File: src/rtl/jackpot_autoplayer.sv
// Automated jackpot player: watches the rotating LED ring and fires a timed
// switch press so the game's own switch latency lands it on the target LED.
module jackpot_autoplayer #(
  parameter int LEAD            = 1,
  parameter int PRESS_CYCLES    = 2,
  parameter int WIN_WINDOW      = 4,
  parameter int COOLDOWN_CYCLES = 8,
  parameter int CNT_W           = 8
) (
  input  logic             out_clk,
  input  logic             reset,
  input  logic             enable,
  input  logic [1:0]       target,
  input  logic [3:0]       leds,
  output logic [3:0]       switches,
  output logic             busy,
  output logic             win,
  output logic             jackpot,
  output logic [CNT_W-1:0] attempts,
  output logic [CNT_W-1:0] wins
);

  localparam int TMR_MAX0 = (PRESS_CYCLES > WIN_WINDOW) ? PRESS_CYCLES : WIN_WINDOW;
  localparam int TMR_MAX  = (TMR_MAX0 > COOLDOWN_CYCLES) ? TMR_MAX0 : COOLDOWN_CYCLES;
  localparam int TMR_W    = $clog2(TMR_MAX + 1);

  localparam logic [TMR_W-1:0] PRESS_LAST = TMR_W'(PRESS_CYCLES - 1);
  localparam logic [TMR_W-1:0] WIN_LAST   = TMR_W'(WIN_WINDOW - 1);
  localparam logic [TMR_W-1:0] CD_LAST    = TMR_W'(COOLDOWN_CYCLES - 1);
  localparam logic [1:0]       LEAD_MOD   = 2'(LEAD % 4);
  localparam logic [CNT_W-1:0] CNT_MAX    = {CNT_W{1'b1}};

  typedef enum logic [2:0] {
    S_IDLE,
    S_ALIGN,
    S_PRESS,
    S_OBSERVE,
    S_COOLDOWN,
    S_DONE
  } state_t;

  state_t           state_q, state_d;
  logic [1:0]       tgt_q, tgt_d;
  logic [TMR_W-1:0] tmr_q, tmr_d;
  logic [3:0]       sw_q, sw_d;
  logic             win_q, win_d;
  logic             busy_q, jackpot_q;
  logic [CNT_W-1:0] att_q, att_d;
  logic [CNT_W-1:0] wins_q, wins_d;

  logic [1:0] aim;
  logic [3:0] aim_oh;
  logic [3:0] tgt_oh;
  logic       all_on;

  // Fire when the ring sits LEAD positions before the target.
  assign aim    = tgt_q - LEAD_MOD;
  assign aim_oh = 4'b0001 << aim;
  assign tgt_oh = 4'b0001 << tgt_q;
  assign all_on = (leds == 4'b1111);

  always_comb begin
    state_d = state_q;
    tgt_d   = tgt_q;
    tmr_d   = tmr_q;
    sw_d    = sw_q;
    win_d   = 1'b0;
    att_d   = att_q;
    wins_d  = wins_q;
    if (!enable) begin
      state_d = S_IDLE;
      sw_d    = 4'b0000;
    end else begin
      case (state_q)
        S_IDLE: begin
          state_d = S_ALIGN;
          tgt_d   = target;
        end
        S_ALIGN: begin
          if (all_on) begin
            state_d = S_DONE;
          end else if (leds == aim_oh) begin
            state_d = S_PRESS;
            sw_d    = tgt_oh;
            tmr_d   = '0;
            if (att_q != CNT_MAX) att_d = att_q + 1'b1;
          end
        end
        S_PRESS: begin
          if (all_on) begin
            state_d = S_DONE;
            sw_d    = 4'b0000;
            win_d   = 1'b1;
            if (wins_q != CNT_MAX) wins_d = wins_q + 1'b1;
          end else if (tmr_q == PRESS_LAST) begin
            state_d = S_OBSERVE;
            sw_d    = 4'b0000;
            tmr_d   = '0;
          end else begin
            tmr_d = tmr_q + 1'b1;
          end
        end
        S_OBSERVE: begin
          if (all_on) begin
            state_d = S_DONE;
            win_d   = 1'b1;
            if (wins_q != CNT_MAX) wins_d = wins_q + 1'b1;
          end else if (tmr_q == WIN_LAST) begin
            state_d = S_COOLDOWN;
            tmr_d   = '0;
          end else begin
            tmr_d = tmr_q + 1'b1;
          end
        end
        S_COOLDOWN: begin
          // Guaranteed low gap so the game sees a fresh rising edge next press.
          if (tmr_q == CD_LAST) begin
            state_d = S_ALIGN;
            tgt_d   = target;
          end else begin
            tmr_d = tmr_q + 1'b1;
          end
        end
        S_DONE: begin
          sw_d = 4'b0000;
        end
        default: begin
          state_d = S_IDLE;
          sw_d    = 4'b0000;
        end
      endcase
    end
  end

  always_ff @(posedge out_clk) begin
    if (reset) begin
      state_q   <= S_IDLE;
      tgt_q     <= 2'd0;
      tmr_q     <= '0;
      sw_q      <= 4'b0000;
      win_q     <= 1'b0;
      busy_q    <= 1'b0;
      jackpot_q <= 1'b0;
      att_q     <= '0;
      wins_q    <= '0;
    end else begin
      state_q   <= state_d;
      tgt_q     <= tgt_d;
      tmr_q     <= tmr_d;
      sw_q      <= sw_d;
      win_q     <= win_d;
      busy_q    <= (state_d != S_IDLE);
      jackpot_q <= (state_d == S_DONE);
      att_q     <= att_d;
      wins_q    <= wins_d;
    end
  end

  assign switches = sw_q;
  assign busy     = busy_q;
  assign win      = win_q;
  assign jackpot  = jackpot_q;
  assign attempts = att_q;
  assign wins     = wins_q;

endmodule

File: config.mk
export PLATFORM = sky130hd
export DESIGN_NAME = jackpot_autoplayer
export DESIGN_NICKNAME = d
export VERILOG_FILES = /design/src/rtl/jackpot_autoplayer.sv
export SDC_FILE = /design/constraint.sdc
export NUM_CORES = 1
export LEC_CHECK = 0
export ABC_AREA = 1
export BUFFER_PORTS_ARGS = -buffer_cell sky130_fd_sc_hd__buf_4
export CAP_MARGIN = 20
export CORE_ASPECT_RATIO = 0.75
export CORE_MARGIN = 2
export CORE_UTILIZATION = 40
export CTS_CLUSTER_DIAMETER = 120
export DETAILED_ROUTE_END_ITERATION = 10
export GPL_TIMING_DRIVEN = 1
export PLACE_DENSITY = 0.61
export SLEW_MARGIN = 15
export SYNTH_ARGS = -nofsm -noshare
export SYNTH_HDL_FRONTEND = slang
export SYNTH_SLANG_ARGS = --single-unit
export TNS_END_PERCENT = 10
File: constraint.sdc
create_clock -name out_clk -period 3.79 [get_ports out_clk]
set_input_delay 0.5685 -clock out_clk [delete_from_list [all_inputs] [get_ports out_clk]]
set_output_delay 0.5685 -clock out_clk [all_outputs]
set_load 0.03 [all_outputs]
==> results of run 1 <==
-- routing by layer --
metal  vias to the layer above  share of wire (%)  GRT usage [%]
li1                        957                  -              -
met1                       806                 54           26.1
met5                         -                  0              0
met3                         5                6.0           4.91
met4                         0                1.1           6.88
met2                        48                 39           23.1
-- layout make-up --
class                      count  area share, %
inverter                      35           5.90
sequential                    32           28.7
clock inverter                 2           1.57
multi-input combinational    201           46.9
tap                           57           3.20
timing repair buffer          31           10.4
clock buffer                   6           3.26
-- cell usage in the layout (no fill, tap or decap), types with 4 or more instances in the layout --
cell,Yosys,routed
nand2_1,66,66
dfxtp_1,32,32
buf_4,0,31
nor2_1,30,30
inv_1,26,26
nand3_1,25,25
a21oi_1,17,17
nand4_1,11,11
inv_2,8,8
o21ai_1,8,8
nor2_2,6,6
o21ai_0,5,5
clkbuf_8,0,5
nand2_2,4,4
xnor2_1,4,4
ha_1,4,4
-- power by group --
part	switching (mW)	total (mW)	leakage, nW	internal (mW)
registers	0.00523	0.346	0.259	0.341
logic	0.0432	0.0650	0.621	0.0218
clock network	0.123	0.317	0.0552	0.195
-- logic make-up (layout without fill, tap and decap cells) --
family	count (synthesis)	in the layout	share of synthesized area (%)
simple gates	155	155	41.1
buf+inv	37	74	7.61
compound gates	35	35	10.1
flops	32	32	35.1
xor+xnor	7	7	3.36
fa+ha+maj	4	4	2.74
-- critical path: stages (launching register included) --
cell and delay, ps:
dfxtp_1 450, ha_1 260, nand3_1 180, nand2_1 170, o211ai_1 120, nor3_1 140, nand2_1 70, inv_1 70
nor2_1 40
-- per-stage QoR --
stage | setup WS [ps] | hold slack [ps]
after floorplan | 2150 | 466
after global placement | 2000 | 455
after detailed placement | 1980 | 460
after CTS | 2210 | 469
after global routing | 2000 | 487
final | 2190 | 466
-- registers in the layout, indices dropped and copies added (netlist names) --
signal / flops
switches: 4
win: 1
tgt_q: 2
jackpot: 1
wins: 8
state_q: 3
attempts: 8
busy: 1
tmr_q: 4
-- final timing paths --
| path | start | to | slack [ps] | depth (start not counted) |
|---|---|---|---|---|
| max | tmr_q[0] | jackpot | 2190 | 8 |
| min | switches[2] | switches[2] | 470 | 2 |
| max reg2reg | tmr_q[0] | jackpot | 2190 | 8 |
| min reg2reg | switches[2] | switches[2] | 470 | 2 |
==> reports/metrics.csv, run 1 <==
stage;metric;value;unit
synthesis;synth-edff-count;0;
route;drc_errors;0;
timing;rsz0062_at_grt;no;
floorplan;rows;21;
timing;period_needed;1600;ps
clock_tree;postCtsSetupRepairBufs;0;
route;via_count;1816;
synthesis;syn-cell-area;1820;µm²
critical_path;cp.arrival;1780;ps
cells_and_area;final_util;50.5;%
route;vias_per_cell;4.99;
clock_tree;cts_buffers;5;
synthesis;syn-mean-instance-area;6.76;µm²
synthesis;ys_warn_count;0;
critical_path;required;3970;ps
synthesis;yosysMostFrequentCell;nand2_1;
clock_tree;cts.htree.levels;2;
floorplan;core;4410;µm²
placed_design;placed_area;2120;µm²
placed_design;dp_hpwl;3190;µm
timing;relSlewSlack;77.3;%
grt;grt.overflow.total;0;
power;peakVddDrop;0.192;mV
floorplan;dieArea;5120;µm²
cells_and_area;multiInputGateArea;1040;µm²
power;power_density;327;nW/µm²
timing;timing.final.hold_violations;0;
clock_tree;cts_sinks;32;
cells_and_area;ff_latch_area;641;µm²
power;design_power_total;0.728;mW
route;routed_wl;4080;µm
timing;fin_skew;7.23;ps
grt;grt_max_degree;15;
cells_and_area;nFillCells;469;
worst_hold_path;hp-class;flip-flop to flip-flop;
timing;tightest_slew;341;ps
synthesis;syn-num-nets;283;
route;first_pass_iters;4;
placed_design;dp.cells;356;
route;wire_per_inst;11.2;µm
critical_path;cp-end-kind;flip-flop;
clock_tree;cts_root_buf;clkbuf_8;
critical_path;critPathKind;flip-flop to flip-flop;
timing;max_freq;626;MHz
floorplan;top_level_ports;32;
timing;tns;0;ps
grt;grtUsageTotal;17.4;%
critical_path;critPathMaxFanout;7;
timing;setup_viol;0;
cells_and_area;fin_cells;364;
synthesis;async_flop_share;0;%
route;drt-initial-drc-count;110;
floorplan;die_h;62.5;µm
cells_and_area;nets;319;
clock_tree;clk_pin_slew;70;ps
placed_design;io_buffers;31;
cells_and_area;syn_to_final_growth;22.2;%
clock_tree;cts_hold_buf;0;
status;outcome;completed;
timing;fin_crit_sh;42.1;%
flow_run;drv_cap;0;
synthesis;synth_cells;270;
clock_tree;cts_tree;done;
floorplan;die_w;82.0;µm
synthesis;ys.flop_type;dfxtp_1;
floorplan;start_util;41.3;%
grt;antenna_found_initial;0;
clock_tree;clock_latency;280;ps
clock_tree;clockBufferDepth;2;
placed_design;routabilityCongestion;0.865;
route;postRouteAntennaNets;0;
critical_path;critPathLaunchType;flip-flop;
synthesis;yosys-top-cells-area;dfxtp_1 35%, nand2_1 14%, nand3_1 6.9%;
cells_and_area;final_area;2230;µm²
synthesis;synth_sequential_area_ratio;35.1;%
synthesis;ys_ff_latch;32;
clock_tree;cts_resized;0;
synthesis;synth.top_cells.by_count;66 x nand2_1, 32 x dfxtp_1, 30 x nor2_1, 26 x inv_1, 25 x nand3_1;
cells_and_area;antenna_cells;0;
synthesis;synth_cell_types;26;
power;p_leak;0.935;nW
synthesis;yosysTopAreaCellShare;35.1;%
timing;slew_viol_final;0;
grt;grt_pass1_vias;1527;
cells_and_area;final_layout_size_suffix_gt1_share;20.8;%
synthesis;synth_top_area_cell;dfxtp_1;
grt;grt_first_pass_wirelength;6980;µm
(Power assumes the default switching activity.)
==> run 2: changes to the inputs <==
==> constraint.sdc (replaced) <==
create_clock -name out_clk -period 1.5 [get_ports out_clk]
set_input_delay 0.225 -clock out_clk [delete_from_list [all_inputs] [get_ports out_clk]]
set_output_delay 0.225 -clock out_clk [all_outputs]
set_load 0.03 [all_outputs]
==> run 2 against run 1 <==
Setup slack worse by 2100 ps. Clock power rose to 2.5 times the previous value. Core utilization rose by 5.9 points. Sequential power rose to 2.5 times the previous value. Register-to-register slack worse by 2100 ps. Non-clock buffer count grew 20. Worst hold slack got worse by 260 ps. Global-route usage is 0.89 points higher. Largest cell class unchanged.
==> reports/metrics.csv, run 2 (synthesis gave the netlist of run 1 again) <==
stage;metric;value;unit
power;power_density;753;nW/µm²
critical_path;cp.buffers_inverters;1;
route;routed_wl;4510;µm
power;peakVddDrop;0.456;mV
placed_design;io_buffers;31;
floorplan;dieArea;5120;µm²
critical_path;reg2reg_setup_slack;100;ps
critical_path;cp-endpoint;wins[2];
grt;grt.overflow.total;0;
cells_and_area;most-common-layout-cells;61 x nand2_1, 51 x buf_4, 26 x nor2_1;
cells_and_area;fin_cells;384;
critical_path;critPathKind;flip-flop to flip-flop;
grt;grt_pass1_vias;1722;
timing;whs;210;ps
grt;antenna_found_initial;0;
clock_tree;clockBufferDepth;2;
route;wire_per_inst;11.7;µm
cells_and_area;final_layout_size_suffix_gt1_share;32.4;%
critical_path;critPathLaunchType;flip-flop;
clock_tree;clock_latency;280;ps
cells_and_area;ff_latch_area;662;µm²
clock_tree;cts_root_buf;clkbuf_8;
timing;fin_skew;6.55;ps
critical_path;cp_slowest_cell;dfxtp_4;
grt;grtUsageTotal;18.3;%
power;design_power_total;1.87;mW
clock_tree;cts_buffers;5;
grt;grt_max_degree;15;
cells_and_area;multiInputGateArea;1130;µm²
cells_and_area;syn_to_final_growth;36.4;%
timing;relSlewSlack;83.7;%
floorplan;rows;21;
route;via_count;1871;
critical_path;worstPathCellList;ha_4 -> nand2_1 -> nor2_2 -> nand4_1 -> nand3_4 -> inv_2 -> nand2_1 -> xor2_1 -> nor2_1;
timing;tns;0;ps
clock_tree;cts.htree.levels;2;
critical_path;crit_path_start;wins[0];
critical_path;r2r-end;wins[2];
timing;fin_crit_sh;93.5;%
critical_path;cp.arrival;1580;ps
flow_run;drv_cap;0;
floorplan;top_level_ports;32;
placed_design;dp_hpwl;3330;µm
cells_and_area;mostFrequentLayoutCell;nand2_1;
critical_path;reg2reg_depth;9;
timing;period_needed;1400;ps
floorplan;core;4410;µm²
timing;slew_viol_final;0;
critical_path;cp-end-kind;flip-flop;
route;first_pass_iters;4;
floorplan;die_h;62.5;µm
route;drt-initial-drc-count;112;
placed_design;place_ws;20.6;ps
timing;setup_ws;97.2;ps
critical_path;critPathMaxFanout;6;
cells_and_area;nets;339;
timing;rsz0062_at_grt;yes;
route;drc_errors;0;
timing;max_freq;713;MHz
critical_path;required;1680;ps
worst_hold_path;hp-class;input pin to flip-flop;
placed_design;dp.cells;371;
critical_path;crit_top_cell;nand2_1;
critical_path;path_delay_family;simple AND/OR/NAND/NOR gates;
clock_tree;cts_tree;done;
timing;tightest_slew;244;ps
timing;setup_viol;0;
status;outcome;completed;
critical_path;cp.depth;9;
floorplan;die_w;82.0;µm
critical_path;rr_startpoint;wins[0];
clock_tree;cts_sinks;32;
route;vias_per_cell;4.87;
route;postRouteAntennaNets;0;
cells_and_area;antenna_cells;0;
cells_and_area;nFillCells;442;
power;p_leak;1.05;nW
floorplan;start_util;41.3;%
placed_design;routabilityCongestion;0.861;
critical_path;cp_slowest_stage_delay;370;ps
grt;grt_first_pass_wirelength;7440;µm
clock_tree;clk_pin_slew;70;ps
timing;timing.final.hold_violations;0;
-- run 2: repair_timing --
action                     CTS  global route
setup endpoints to repair    1            25
pin swaps                    1             9
hold buffers                 0             0
setup buffers                1             4
resized for setup            0            34
-- run 2: power breakdown --
group,total [mW],switching [mW],internal (mW)
logic,0.200,0.125,0.0750
clock network,0.802,0.309,0.492
registers,0.872,0.0143,0.857
total,1.87,0.449,1.42
-- run 2: how the worst min path moves through the flow --
stage	start	end	slack, ps	cells after the start
2_1_floorplan	reset	tmr_q[2]	290	1
4_1_cts	reset	wins[7]	210	2
3_5_place_dp	switches[1]	switches[1]	460	2
6_report	target[0]	tgt_q[0]	210	3
3_3_place_gp	switches[2]	switches[2]	450	2
5_1_grt	reset	state_q[1]	220	2
-- run 2: layout make-up --
class / instances / area share [%]
multi-input combinational: 201 / 45.4
inverter: 35 / 5.38
clock buffer: 6 / 2.92
tap: 57 / 2.87
timing repair buffer: 51 / 15.4
sequential: 32 / 26.6
clock inverter: 2 / 1.41
-- run 2: layer usage --
| layer | up-vias | wire, µm | track usage, % |
|---|---|---|---|
| li1 | 994 | - | - |
| met1 | 826 | 2260 | 25.6 |
| met2 | 44 | 1940 | 27.3 |
| met3 | 7 | 270 | 5.35 |
| met4 | 0 | 46 | 5.00 |
| met5 | - | 0 | 0 |
-- run 2: worst reg2reg max path, cell delays in order (launching register included) --
cell and delay [ps]:
dfxtp_4 370, ha_4 140, nand2_1 60, nor2_2 120, nand4_1 140, nand3_4 130, inv_2 70, nand2_1 70
xor2_1 140, nor2_1 50
-- run 2: metrics by stage --
step | instance area, µm² | utilization (%)
after global placement | 2240 | 50.7
after CTS | 2350 | 53.3
after global routing | 2490 | 56.3
after floorplan | 1830 | -
after detailed placement | 2240 | 50.7
final | 2490 | 56.3
==> run 3: changes to the inputs <==
--- a/config.mk
+++ b/config.mk
@@ -5,7 +5,6 @@
 export SDC_FILE = /design/constraint.sdc
 export NUM_CORES = 1
 export LEC_CHECK = 0
-export ABC_AREA = 1
 export BUFFER_PORTS_ARGS = -buffer_cell sky130_fd_sc_hd__buf_4
 export CAP_MARGIN = 20
 export CORE_ASPECT_RATIO = 0.75
@@ -14,7 +13,7 @@
 export CTS_CLUSTER_DIAMETER = 120
 export DETAILED_ROUTE_END_ITERATION = 10
 export GPL_TIMING_DRIVEN = 1
-export PLACE_DENSITY = 0.61
+export PLACE_DENSITY = 0.62
 export SLEW_MARGIN = 15
 export SYNTH_ARGS = -nofsm -noshare
 export SYNTH_HDL_FRONTEND = slang
==> run 3 against run 2 <==
The flow now finishes with violations (setup timing). Synthesized cell count decreased by 28%. Synthesized area is 6.9% lower. Setup slack got worse by 360 ps. Sequential share of layout area down 0.69 points. Core utilization rose by 7.1 points. Final area grew 3.4%. Final cell count shrank 15%. First-iteration DRC count is 59% lower. Die area is 6.5% lower. Count of clock-buffer cells in the layout did not move. Largest power group unchanged.
==> reports/metrics.csv, run 3 <==
stage;metric;value;unit
route;wire_per_inst;14.3;µm
flow_run;drv_cap;0;
route;drt-initial-drc-count;46;
synthesis;synth-edff-count;0;
synthesis;synth.top_cells.by_count;32 x dfxtp_1, 25 x nor2_1, 12 x nand2_1, 10 x a21oi_1, 8 x nand4_1;
floorplan;dieArea;4790;µm²
synthesis;ys_ff_latch;32;
timing;fin_skew;1.93;ps
clock_tree;clockBufferDepth;2;
clock_tree;clock_latency;290;ps
power;switchingPower;0.407;mW
critical_path;critPathLaunchType;flip-flop;
clock_tree;cts_buffers;5;
power;p_leak;1.07;nW
placed_design;dp_hpwl;3460;µm
timing;fin_crit_sh;118;%
timing;setup_ws;-265;ps
power;power_density;641;nW/µm²
timing;tightest_slew;501;ps
clock_tree;cts_hold_buf;0;
cells_and_area;final_util;63.5;%
synthesis;ys.flop_type;dfxtp_1;
status;outcome;complete, but fails checks;
grt;grt_max_degree;18;
clock_tree;cts.htree.levels;2;
synthesis;synth_sequential_area_ratio;37.7;%
synthesis;synth_cell_types;52;
placed_design;io_buffers;31;
worst_hold_path;worstHoldStart;target[0];
power;p_int;1.24;mW
route;drc_errors;0;
critical_path;reg2reg_depth;7;
power;p_sw_share;24.7;%
critical_path;required;1720;ps
cells_and_area;final_layout_size_suffix_gt1_share;49.1;%
power;combPwrFrac;10.0;%
grt;grt.busiest_layer;met2;
clock_tree;cts_sinks;32;
floorplan;rows;20;
synthesis;ys_warn_count;0;
clock_tree;cts_tree;done;
worst_hold_path;worst_hold_path.num_cells;3;
timing;period_needed;1770;ps
synthesis;syn-num-nets;207;
synthesis;syn-cell-area;1700;µm²
timing;relSlewSlack;66.5;%
cells_and_area;syn_to_final_growth;51.4;%
power;peakVddDrop;0.406;mV
critical_path;critPathKind;flip-flop to flip-flop;
placed_design;routabilityCongestion;0.877;
grt;grtUsageMet1;25.1;%
cells_and_area;mostFrequentLayoutCell;buf_4;
timing;setup_viol;24;
floorplan;start_util;41.9;%
grt;grtUsageTotal;20.2;%
grt;grt_pass1_vias;1656;
floorplan;core;4050;µm²
worst_hold_path;min_to;tgt_q[0];
cells_and_area;final_area;2570;µm²
floorplan;die_w;79.3;µm
timing;whs;169;ps
timing;slew_viol_final;0;
critical_path;critPathMaxFanout;4;
timing;timing.final.hold_violations;0;
critical_path;r2r-end;tmr_q[3];
synthesis;yosysMostFrequentCell;dfxtp_1;
floorplan;top_level_ports;32;
cells_and_area;antenna_cells;0;
floorplan;die_h;60.4;µm
route;postRouteAntennaNets;0;
critical_path;cp-end-kind;flip-flop;
grt;grt.overflow.total;0;
power;p_seq_share;52.2;%
synthesis;async_flop_share;0;%
status;violations;setup timing;
clock_tree;clk_pin_slew;60;ps
cells_and_area;nFillCells;387;
synthesis;synth_cells;194;
timing;rsz0062_at_grt;yes;
synthesis;synth_top_area_cell;dfxtp_1;
route;routed_wl;4690;µm
grt;groute.layer.met3.usage;4.61;%
placed_design;placed_area;2380;µm²
critical_path;reg2reg_setup_slack;-270;ps
worst_hold_path;hp-class;input pin to flip-flop;
grt;use_met2;33.5;%
route;via_count;1686;
synthesis;yosysTopAreaCellShare;37.7;%
cells_and_area;nets;286;
synthesis;yosys-top-cells-area;dfxtp_1 38%, nor2_1 5.5%, xor2_1 3.1%;
power;clkPwrFrac;37.8;%
synthesis;syn-mean-instance-area;8.76;µm²
critical_path;cp.arrival;1980;ps
route;first_pass_iters;4;
clock_tree;cts_root_buf;clkbuf_8;
critical_path;rr_startpoint;tmr_q[0];
grt;grt_first_pass_wirelength;7350;µm
cells_and_area;most-common-layout-cells;80 x buf_4, 24 x nor2_1, 21 x dfxtp_1;
timing;max_freq;566;MHz
grt;antenna_found_initial;0;
route;vias_per_cell;5.14;
-- run 3: layout make-up --
class	count	area [µm²]	area share, %
well taps	55	68.8	2.68
repair buffers	81	612	23.8
clock buffers	6	72.6	2.82
clock inverters	1	5.00	0.195
multi-input cells	147	1120	43.6
inverters	6	25.0	0.973
flip-flops and latches	32	667	25.9
-- run 3: worst max-delay path, stage by stage (launching register included) --
cell and delay (ps):
dfxtp_4 350, ha_4 160, nand3b_1 140, and2_4 170
o221ai_2 80, a31o_2 230, or4_1 400, o22ai_1 150
-- run 3: cells by family after synthesis --
logic type	Yosys count	synth area share (%)
xor gates and xnor gates	10	5.15
and+or+nand+nor	87	28.3
AOI/OAI and AO/OA	40	17.6
buffers and inverters	15	4.64
muxes	6	3.68
DFF	32	37.7
adders and majority gates	4	2.95
-- run 3: power groups by stage --
stage / clock network (mW) / registers, mW / logic, mW
6_report: 0.624 / 0.861 / 0.165
5_1_grt: 0.685 / 0.861 / 0.176
4_1_cts: 0.644 / 0.861 / 0.156
3_5_place_dp: 0 / 0.878 / 0.147
3_3_place_gp: 0 / 0.878 / 0.143
2_1_floorplan: 0 / 0.878 / 0.0798
-- run 3: worst max path at each step --
stage	startpoint	to	slack [ps]
after global routing	tmr_q[0]	tmr_q[3]	-340
after CTS	tmr_q[0]	tmr_q[3]	-220
final	tmr_q[0]	tmr_q[3]	-270
after detailed placement	tgt_q[1]	switches[0]	-270
after global placement	tgt_q[1]	switches[0]	-230
after floorplan	tmr_q[0]	tmr_q[3]	-160
-- run 3: repair_timing --
item,CTS,global route
endpoints found under the setup margin,26,30
gates resized for setup,15,18
pin swaps,7,7
buffers inserted,1,0
-- run 3: per-layer routing --
layer	wire length (µm)	vias up	share of wire, %
li1	-	856	-
met1	2170	785	46
met2	2240	37	48
met3	208	8	4.4
met4	70	0	1.5
met5	0	-	0
-- run 3: stage by stage --
stage	setup WS [ps]	cells	setup TNS, ps	power (mW)
2_1_floorplan	-161	194	-1490	0.958
3_3_place_gp	-225	320	-2920	1.02
6_report	-265	328	-2410	1.65
4_1_cts	-217	328	-2180	1.66
5_1_grt	-341	328	-4560	1.72
3_5_place_dp	-273	320	-4000	1.03
